`src/rtl/bru_pkg.sv`:
```
// rtl/bru_pkg.sv - shared types, constants and counter helper for the branch unit
//
// Contents:
//   branch_type_e  branch comparison encodings (EQ, NE, NEVER, ALWAYS, LT, GE, LTU, GEU)
//   bht_ctr_t      2-bit saturating BHT counter
//   CTR_MAX/MIN    counter saturation limits
//   sat_update     one saturating counter step toward the resolved direction
package bru_pkg;

  typedef enum logic [2:0] {
    BR_EQ     = 3'd0,
    BR_NE     = 3'd1,
    BR_NEVER  = 3'd2,
    BR_ALWAYS = 3'd3,
    BR_LT     = 3'd4,
    BR_GE     = 3'd5,
    BR_LTU    = 3'd6,
    BR_GEU    = 3'd7
  } branch_type_e;

  typedef logic [1:0] bht_ctr_t;

  localparam bht_ctr_t CTR_MAX = 2'd3;
  localparam bht_ctr_t CTR_MIN = 2'd0;

  function automatic bht_ctr_t sat_update(input bht_ctr_t ctr, input logic taken);
    bht_ctr_t nxt;
    if (taken) begin
      nxt = (ctr == CTR_MAX) ? CTR_MAX : ctr + 2'd1;
    end else begin
      nxt = (ctr == CTR_MIN) ? CTR_MIN : ctr - 2'd1;
    end
    return nxt;
  endfunction

endpackage

```
`src/rtl/branch_compare.sv`:
```
// rtl/branch_compare.sv - combinational branch condition evaluator
//
// Ports:
//   data1, data2  in  XLEN  comparator operands
//   branch_type   in  3     branch_type_e encoding
//   taken         out 1     resolved branch direction
module branch_compare
  import bru_pkg::*;
#(
  parameter int XLEN = 32
) (
  input  logic [XLEN-1:0] data1,
  input  logic [XLEN-1:0] data2,
  input  logic [2:0]      branch_type,
  output logic            taken
);

  logic eq;
  logic lt_s;
  logic lt_u;

  assign eq   = (data1 == data2);
  assign lt_s = ($signed(data1) < $signed(data2));
  assign lt_u = (data1 < data2);

  always_comb begin
    taken = 1'b0;
    case (branch_type_e'(branch_type))
      BR_EQ:     taken = eq;
      BR_NE:     taken = ~eq;
      BR_NEVER:  taken = 1'b0;
      BR_ALWAYS: taken = 1'b1;
      BR_LT:     taken = lt_s;
      BR_GE:     taken = ~lt_s;
      BR_LTU:    taken = lt_u;
      BR_GEU:    taken = ~lt_u;
      default:   taken = 1'b0;
    endcase
  end

endmodule

```
`src/rtl/branch_predict_resolve.sv`:
```
// rtl/branch_predict_resolve.sv - bimodal BHT predictor with execute-stage branch resolve
//
// Optional feature macro: BRU_PERF_CNT_EN (adds perf_branches / perf_mispredicts).
//
// Ports:
//   clk, rst_n        clock, asynchronous active-low reset
//   if_pc             fetch PC; if_pred_taken is the MSB of its counter (combinational)
//   ex_valid, ex_pc   execute-stage instruction and its PC
//   ex_data1/2        comparator operands, ex_branch_type selects the condition
//   ex_target         computed taken target
//   ex_pred_taken     prediction carried from fetch, ex_pred_target its fetch target
//   redirect_valid    registered one-cycle flush/refetch pulse, redirect_pc its address
//   ex_taken          combinational resolved direction
//   perf_branches     (BRU_PERF_CNT_EN) saturating count of trained resolves
//   perf_mispredicts  (BRU_PERF_CNT_EN) saturating count of redirects
module branch_predict_resolve
  import bru_pkg::*;
#(
  parameter int       XLEN      = 32,
  parameter int       BHT_DEPTH = 64,
  parameter bht_ctr_t BHT_INIT  = 2'b01
) (
  input  logic            clk,
  input  logic            rst_n,
  input  logic [XLEN-1:0] if_pc,
  output logic            if_pred_taken,
  input  logic            ex_valid,
  input  logic [XLEN-1:0] ex_pc,
  input  logic [XLEN-1:0] ex_data1,
  input  logic [XLEN-1:0] ex_data2,
  input  logic [2:0]      ex_branch_type,
  input  logic [XLEN-1:0] ex_target,
  input  logic            ex_pred_taken,
  input  logic [XLEN-1:0] ex_pred_target,
  output logic            redirect_valid,
  output logic [XLEN-1:0] redirect_pc,
  output logic            ex_taken
`ifdef BRU_PERF_CNT_EN
  ,
  output logic [31:0]     perf_branches,
  output logic [31:0]     perf_mispredicts
`endif
);

  localparam int              IDX_W   = $clog2(BHT_DEPTH);
  localparam logic [XLEN-1:0] PC_STEP = XLEN'(4);

  bht_ctr_t        bht [BHT_DEPTH];
  logic [IDX_W-1:0] if_idx;
  logic [IDX_W-1:0] ex_idx;
  logic             ex_v;
  logic             train;
  logic             mispredict;
  logic [XLEN-1:0]  next_pc;

  // Word-aligned PCs: bits [1:0] never select an entry, high bits alias.
  assign if_idx = if_pc[IDX_W+1:2];
  assign ex_idx = ex_pc[IDX_W+1:2];

  logic unused_if_pc_bits;
  assign unused_if_pc_bits = ^{if_pc[XLEN-1:IDX_W+2], if_pc[1:0]};

  // No bypass: a same-cycle write is only visible from the next cycle.
  assign if_pred_taken = bht[if_idx][1];

  branch_compare #(
    .XLEN (XLEN)
  ) u_compare (
    .data1       (ex_data1),
    .data2       (ex_data2),
    .branch_type (ex_branch_type),
    .taken       (ex_taken)
  );

  // The instruction sitting in execute while a redirect is out is wrong-path.
  assign ex_v  = ex_valid & ~redirect_valid;
  assign train = ex_v & (ex_branch_type != BR_NEVER);

  assign mispredict = ex_v & ((ex_taken != ex_pred_taken) |
                              (ex_taken & ex_pred_taken & (ex_target != ex_pred_target)));

  assign next_pc = ex_taken ? ex_target : ex_pc + PC_STEP;

  always_ff @(posedge clk or negedge rst_n) begin
    if (!rst_n) begin
      redirect_valid <= 1'b0;
      redirect_pc    <= '0;
    end else begin
      redirect_valid <= mispredict;
      if (mispredict) begin
        redirect_pc <= next_pc;
      end
    end
  end

  always_ff @(posedge clk or negedge rst_n) begin
    if (!rst_n) begin
      for (int i = 0; i < BHT_DEPTH; i++) begin
        bht[i] <= BHT_INIT;
      end
    end else if (train) begin
      bht[ex_idx] <= sat_update(bht[ex_idx], ex_taken);
    end
  end

`ifdef BRU_PERF_CNT_EN
  // Mispredicts are counted on detection, which is exactly the set of
  // cycles that launch a redirect pulse.
  always_ff @(posedge clk or negedge rst_n) begin
    if (!rst_n) begin
      perf_branches    <= '0;
      perf_mispredicts <= '0;
    end else begin
      if (train && (perf_branches != '1)) begin
        perf_branches <= perf_branches + 32'd1;
      end
      if (mispredict && (perf_mispredicts != '1)) begin
        perf_mispredicts <= perf_mispredicts + 32'd1;
      end
    end
  end
`endif

endmodule

```
`config.mk`:
```
export PLATFORM = sky130hd
export DESIGN_NAME = branch_predict_resolve
export DESIGN_NICKNAME = d
export VERILOG_FILES = /design/src/rtl/bru_pkg.sv /design/src/rtl/branch_compare.sv /design/src/rtl/branch_predict_resolve.sv
export SDC_FILE = /design/constraint.sdc
export NUM_CORES = 1
export LEC_CHECK = 0
export ABC_AREA = 1
export CAP_MARGIN = 20
export CORE_AREA = 2 2 146 148
export CTS_CLUSTER_DIAMETER = 60
export DETAILED_ROUTE_END_ITERATION = 7
export DIE_AREA = 0 0 148 150
export MAX_ROUTING_LAYER = met4
export PLACE_DENSITY = 0.85
export SETUP_SLACK_MARGIN = 0.05
export SYNTH_ARGS = -nofsm -noshare
export SYNTH_HDL_FRONTEND = slang
export SYNTH_HIERARCHICAL = 1
export SYNTH_SLANG_ARGS = --single-unit
```
`constraint.sdc`:
```
create_clock -name clk -period 4.09 [get_ports clk]
set_clock_uncertainty 0.1 [all_clocks]
set_input_delay 0.818 -clock clk [delete_from_list [all_inputs] [get_ports clk]]
set_output_delay 0.818 -clock clk [all_outputs]
set_load 0.005 [all_outputs]
```
Yosys cells after proc, flatten, opt, wreduce, memory -nomap -nowiden --
Index checks and enable logic that the tools add are counted.
Storage, ports and cells: register bits after elaboration 161, bits of input ports 199, output and inout bits 35, word-level logic and storage cells 116
Cells by class: add/sub/neg operators 3, $lt $le $gt $ge 5, equality and inequality tests 12, mux-type cells 15, bitwise gates (word level) 12, reduce and logical (&&, ||, !) cells 3
Operator list (count):
- bitwise mux 128 bit | 1
- less-than comparator 32 bit | 2
- adder 32 x 3 -> 32 bit, second input constant | 1
- == test 32 bit | 1
- 2-to-1 mux 32 bit | 1
- inequality test 32 bit | 1
- binary-select mux 2 bit (select 6 bit) | 2
- 2-to-1 mux 2 bit | 9
- greater-or-equal comparator 7 bit, second input constant | 2
- inverter 6 -> 7 bit | 2
- demux 2 bit (select 6 bit) | 1
- == test 3 bit, second input constant | 4
- one-hot mux 1 bit (8 select lines) | 1
- less-than comparator 7 x 1 -> 1 bit, second input constant | 1
- == test 3 x 2 -> 1 bit, second input constant | 2
- bitwise AND 1 bit | 5
- inverter 1 bit | 4
- == test 3 x 1 -> 1 bit, second input constant | 1
- zero test 3 bit | 1
- inequality test 3 x 2 -> 1 bit, second input constant | 1
- adder 2 x 1 -> 2 bit, second input constant | 1
- == test 2 bit, second input constant | 1
- zero test 2 bit | 1
- subtractor 2 x 1 -> 2 bit, second input constant | 1
- 3 further kinds | 3

Logic depth before layout (Yosys ltp) --
Gate-level depths: netlist (run 1).
depth after elaboration 9, depth in mapped cells 25, gate-level depth less buffers 24

Modules after synthesis --
The synthesis (run 1) kept the hierarchy.
Modules (own cells, without submodules):
- branch_predict_resolve | instances 1, cells an instance 1633, area each 10591.4 sq um, seq. area each 4108.9 sq um
- branch_compare | instances 1, cells an instance 163, area each 994.7 sq um, seq. area each 0.0 sq um

Worst setup path before layout (run 1) --
OpenSTA, ideal clock, no wires.
path kind input -> register, start point input port ex_data2[31], end point register redirect_pc[17], library setup time 0.132 ns, arrival time 3.087 ns, required time 3.858 ns, setup slack 0.771 ns, stages on the path 16, path buffers 2, cells stage by stage inv_1 -> ha_1 -> nand2_1 -> nor2_2 -> nand2_2 -> nor4_4 -> nand2_2 -> nand2_2 -> nand2_1 -> nand2_1 -> nor2_1 -> nand4_1 -> clkbuf_1 -> clkbuf_1 -> mux2i_1 -> o21ai_0
Between the ends: longest elaborated chain between the ends 7, elaborated cells between the ends (all ways) 13, those cells by class order compare: 2; eq/ne: 2; mux: 2; bitwise: 7
RTL lines:
- start: declaration | RTL line branch_predict_resolve.sv:30 | input logic [XLEN-1:0] ex_data2,
- less-than comparator 32 bit (tied with other cells) | RTL line branch_compare.sv:24 | assign lt_u = (data1 < data2);
- inverter 1 bit, on equally long branches | RTL line branch_compare.sv:36, branch_compare.sv:30, branch_compare.sv:34
- one-hot mux 1 bit (8 select lines) * | RTL line branch_compare.sv:28 | case (branch_type_e'(branch_type))
- net ex_taken | RTL line branch_predict_resolve.sv:37 | output logic ex_taken
- bitwise AND 1 bit (2 in series) | RTL line branch_predict_resolve.sv:80 | (ex_taken & ex_pred_taken & (ex_target != ex_pred_target)));
- bitwise OR 1 bit | RTL line branch_predict_resolve.sv:79 | assign mispredict = ex_v & ((ex_taken != ex_pred_taken) |
- bitwise AND 1 bit | RTL line branch_predict_resolve.sv:79
- end signal: assignment | RTL line branch_predict_resolve.sv:91 | redirect_pc <= next_pc;
- end: declaration | RTL line branch_predict_resolve.sv:36 | output logic [XLEN-1:0] redirect_pc,
Mark *: on every way through the listed nets, which the timed path passes. The rest lies on a longest branch. A chain may end at the register's enable or synchronous reset.

Worst setup path after layout (run 1) --
start point input port if_pc[2], end point output port if_pred_taken
Between the ends: longest elaborated chain between the ends 4
RTL lines:
- start: declaration | RTL line branch_predict_resolve.sv:25 | input logic [XLEN-1:0] if_pc,
- inverter 6 -> 7 bit (implied by the code) | RTL line branch_predict_resolve.sv:64 | assign if_pred_taken = bht[if_idx][1];
- binary-select mux 2 bit (select 6 bit) | RTL line branch_predict_resolve.sv:64
- 2-to-1 mux 2 bit (implied by the code) (2 in series) | RTL line branch_predict_resolve.sv:64
- end: declaration | RTL line branch_predict_resolve.sv:26 | output logic if_pred_taken,
Every way passes these cells. The select of a mux whose other input is x is not followed.

==> results of run 1 <==
[state kept, by name, summed over array words and instances, names as in the netlist]
| signal | cells |
|---|---|
| redirect_pc | 32 |
| redirect_valid | 1 |
| bht | 128 |
[timing repair]
item                       in CTS  in global routing
pin swaps                       1                  4
buffers inserted                0                  0
setup endpoints to repair       1                  2
gates resized for setup         1                  7
cloned                          0                  0
[synth_stat cells (2+ instances only)]
library cell / number
nand2_1: 734
inv_1: 196
nand3_1: 168
nor2_1: 145
dfrtp_1: 97
o21ai_0: 74
dfstp_2: 64
nor3_1: 42
buf_2: 41
ha_1: 34
xnor2_1: 29
a21oi_1: 28
clkbuf_1: 23
mux2i_1: 20
nand4_1: 11
xor2_1: 11
nand2_2: 9
o211ai_1: 8
o22ai_1: 8
o21ai_1: 7
or2_1: 6
or2_2: 6
inv_2: 4
buf_4: 3
nand3b_1: 3
buf_1: 2
buf_6: 2
clkinv_1: 2
nor2_2: 2
o31ai_1: 2
[final timing paths]
| check | from | to | slack [ns] | cells after the start |
|---|---|---|---|---|
| max | if_pc[2] | if_pred_taken | 0.16 | 11 |
| min | rst_n | redirect_pc[7] | 0.32 | 1 |
| max reg2reg | bht[96] | bht[43] | 1.88 | 15 |
| min reg2reg | bht[32] | bht[32] | 0.37 | 2 |
| max in group asynchronous | rst_n | bht[76] | 2.62 | 2 |
| min in group clk | bht[32] | bht[32] | 0.37 | 2 |
[layer usage]
layer | vias up | routed length (um) | GRT usage (%)
li1 | 5997 | - | -
met1 | 5799 | 14600 | 41.6
met2 | 764 | 18700 | 62.3
met3 | 143 | 4460 | 8.41
met4 | 0 | 1550 | 15.0
met5 | - | 0 | -
[kinds of logic (layout without fill, tap and decap cells)]
| kind of cell | count (synthesis) | count (layout) | synth area share [%] |
|---|---|---|---|
| simple gates | 1131 | 1131 | 40.0 |
| mux | 20 | 20 | 1.73 |
| buf+inv | 273 | 474 | 9.51 |
| other cells | 0 | 1 | 0 |
| fa+ha+maj | 34 | 34 | 3.67 |
| xor+xnor | 40 | 40 | 3.02 |
| compound gates | 137 | 137 | 6.57 |
| flops | 161 | 161 | 35.5 |
[layout make-up]
cell class	count	area [um^2]	share of cell area [%]
Timing Repair Buffer	241	2470	16.8
Sequential cell	161	4110	28.0
Inverter	202	758	5.17
Clock inverter	9	133	0.904
Clock buffer	22	464	3.16
Multi-Input combinational cell	1362	6390	43.6
Antenna cell	1	2.50	0.0171
Tap cell	275	344	2.34
[power by group through the flow]
stage / clock, mW / combinational [mW] / sequential (mW)
floorplan: 0 / 0.701 / 2.02
detailed placement: 0 / 1.46 / 2.03
global route: 1.73 / 1.62 / 2.03
CTS: 1.67 / 1.47 / 2.01
finish: 1.66 / 1.48 / 2.01
global placement: 0 / 1.42 / 2.03
[per-stage QoR]
step                setup slack (ns)  hold slack [ns]  util, %  area, um^2
finish                         0.164            0.317     70.9       14700
global route                  0.0365            0.372     70.9       14700
CTS                           0.0977            0.361     70.9       14700
detailed placement           -0.0181            0.357     68.0       14100
global placement              0.0416            0.353     68.0       14100
floorplan                      0.771            0.347        -       11600
[worst max-delay path, stage by stage]
cell	delay, ns
clkdlybuf4s50_1	0.56
buf_4	0.25
a21oi_1	0.09
o21ai_0	0.07
nand2_1	0.06
o21ai_0	0.24
a21oi_1	0.12
o21ai_2	0.10
nand3b_1	0.10
nand2_1	0.09
clkdlybuf4s50_1	0.51
==> summary.md, run 1 <==
| Metric | Value |
|---|---|
| Status | finished clean |
| Nets | 2,218 |
| Largest cells by area after synthesis | nand2_1, dfrtp_1, dfstp_2 |
| H-tree level count | 4 |
| FMAX | 255 MHz |
| Register area share after synthesis | 35.5% |
| Number of distinct library cells after synthesis | 45 |
| Post-synth top area share | 23.8% |
| Total GRT Usage | a little over a third |
| Layout cells sized above 1 | ~8% |
| Finished Layout Cells | 2,273 |
| Initial DRC Count | 1,202 |
| Data required time of the worst path | 3.17 ns |
| Synth async-reset ratio | 100% |
| Hpwl dp | 27,400 um |
| Maximum VDD drop | between 0.3 and 0.4 mV |
| Setup crit end kind | output pin |
| Critical path type | in2out |
| Commonest non-fill, non-tap cells in the layout | nand2_1, clkdlybuf4s50_1, inv_1 |
| PortBufs | 207 |
| Final setup TNS | 0 ns |
| Pint | 3.55 mW |
| Post-CTS Hold Buffers | 0 |
| Drt total wl | 39,300 um |
| Vias per cell | between 5 and 6 |
| Slew headroom | a little over two fifths |
| Crit-path max FO | 16 |
| Ports | 234 |
| 1st-pass router iterations | 5 |
| Largest net degree at the start of global routing | 80 |
| Clk root buf | clkbuf_16 |
| Max-cap violations | 0 |
| Clk_lat worst skew | 0.43 ns |
| Core ar. | 0.0207 mm^2 |
| Max-slew violation count | 0 |
| Cells after Synth | 1,796 |
| Mapped Avg Cell Area | 6.45 um^2 |
| Final Hold Fails | 0 |
| Number of global-route vias before repair | around 13k |
| Worst slew pin tran | 0.862 ns |
| Placed Cells | 2,241 |
| Die height | 150 um |
| Total number of vias | 12.7k |
| RSZ-0062 raised after global routing | true |
| Clock Pin Slew Worst Setup and Hold Paths | 0.06 ns |
| DIE WIDTH | roughly 150 um |
| CP startpoint kind | input port |
| Gate power share | 28.8% |
| Clk pwr share | 32.2% |
| Main synth FF type | dfrtp_1 |
| CTS Buf Count | 17 |
| Mapped Area | between 0.01 and 0.015 mm^2 |
| Most common cell after layout, fill and taps aside | nand2_1 |
| CTS Buffer Depth | 2 |
| Power Density | 351 mW/mm^2 |
| Final period util | 96.0% |
| Routed WL per cell | around 17 um |
| Final setup vio count | 0 |
| Synth warn | 6 |
| Synth-to-Final Area Change | 26.7% |
| GP Congestion | 0.995 |
| Switching Fraction | 31.2% |
| Data arrival, critical path | 3.01 ns |
| Post-DRT Antenna Nets | 0 |
| Final worst path period need | 3.93 ns |
| Initial core utilization | a little under three fifths |
| Remaining DRCs | 0 |
| Die area | approximately 0.022 mm^2 |
| Flops & latches, synth | roughly 160 |
| Initial antenna violation count | 1 |
| CTS tree | done |
| Leakage | about 7.2 nW |
| Number of synthesized flops with an enable pin | 0 |
| CTS sink count | about 160 |
| Synth area leader | nand2_1 |
| P_sw | 1.61 mW |
| Mapped Nets | between 2k and 2.5k |
| First-pass GRT wire length | slightly above 60,000 um |
| Reg power frac | 39.0% |
| # fillers | 1,741 |
| Hold/Removal Path Class | in2async |
| Total congestion overflow | 0 |
| Total Power | 5.16 mW |
| Row Count | 53 |
No activity file was read; power rests on OpenSTA's default activity.
==> inputs of run 2 (changes only) <==
--- a/config.mk
+++ b/config.mk
@@ -9,6 +9,7 @@
 export CAP_MARGIN = 20
 export CORE_AREA = 2 2 146 148
 export CTS_CLUSTER_DIAMETER = 60
+export CTS_CLUSTER_SIZE = 30
 export DETAILED_ROUTE_END_ITERATION = 7
 export DIE_AREA = 0 0 148 150
 export MAX_ROUTING_LAYER = met4
==> results of run 2 <==
Final layout, timing and power as in run 1 (identical DEF).
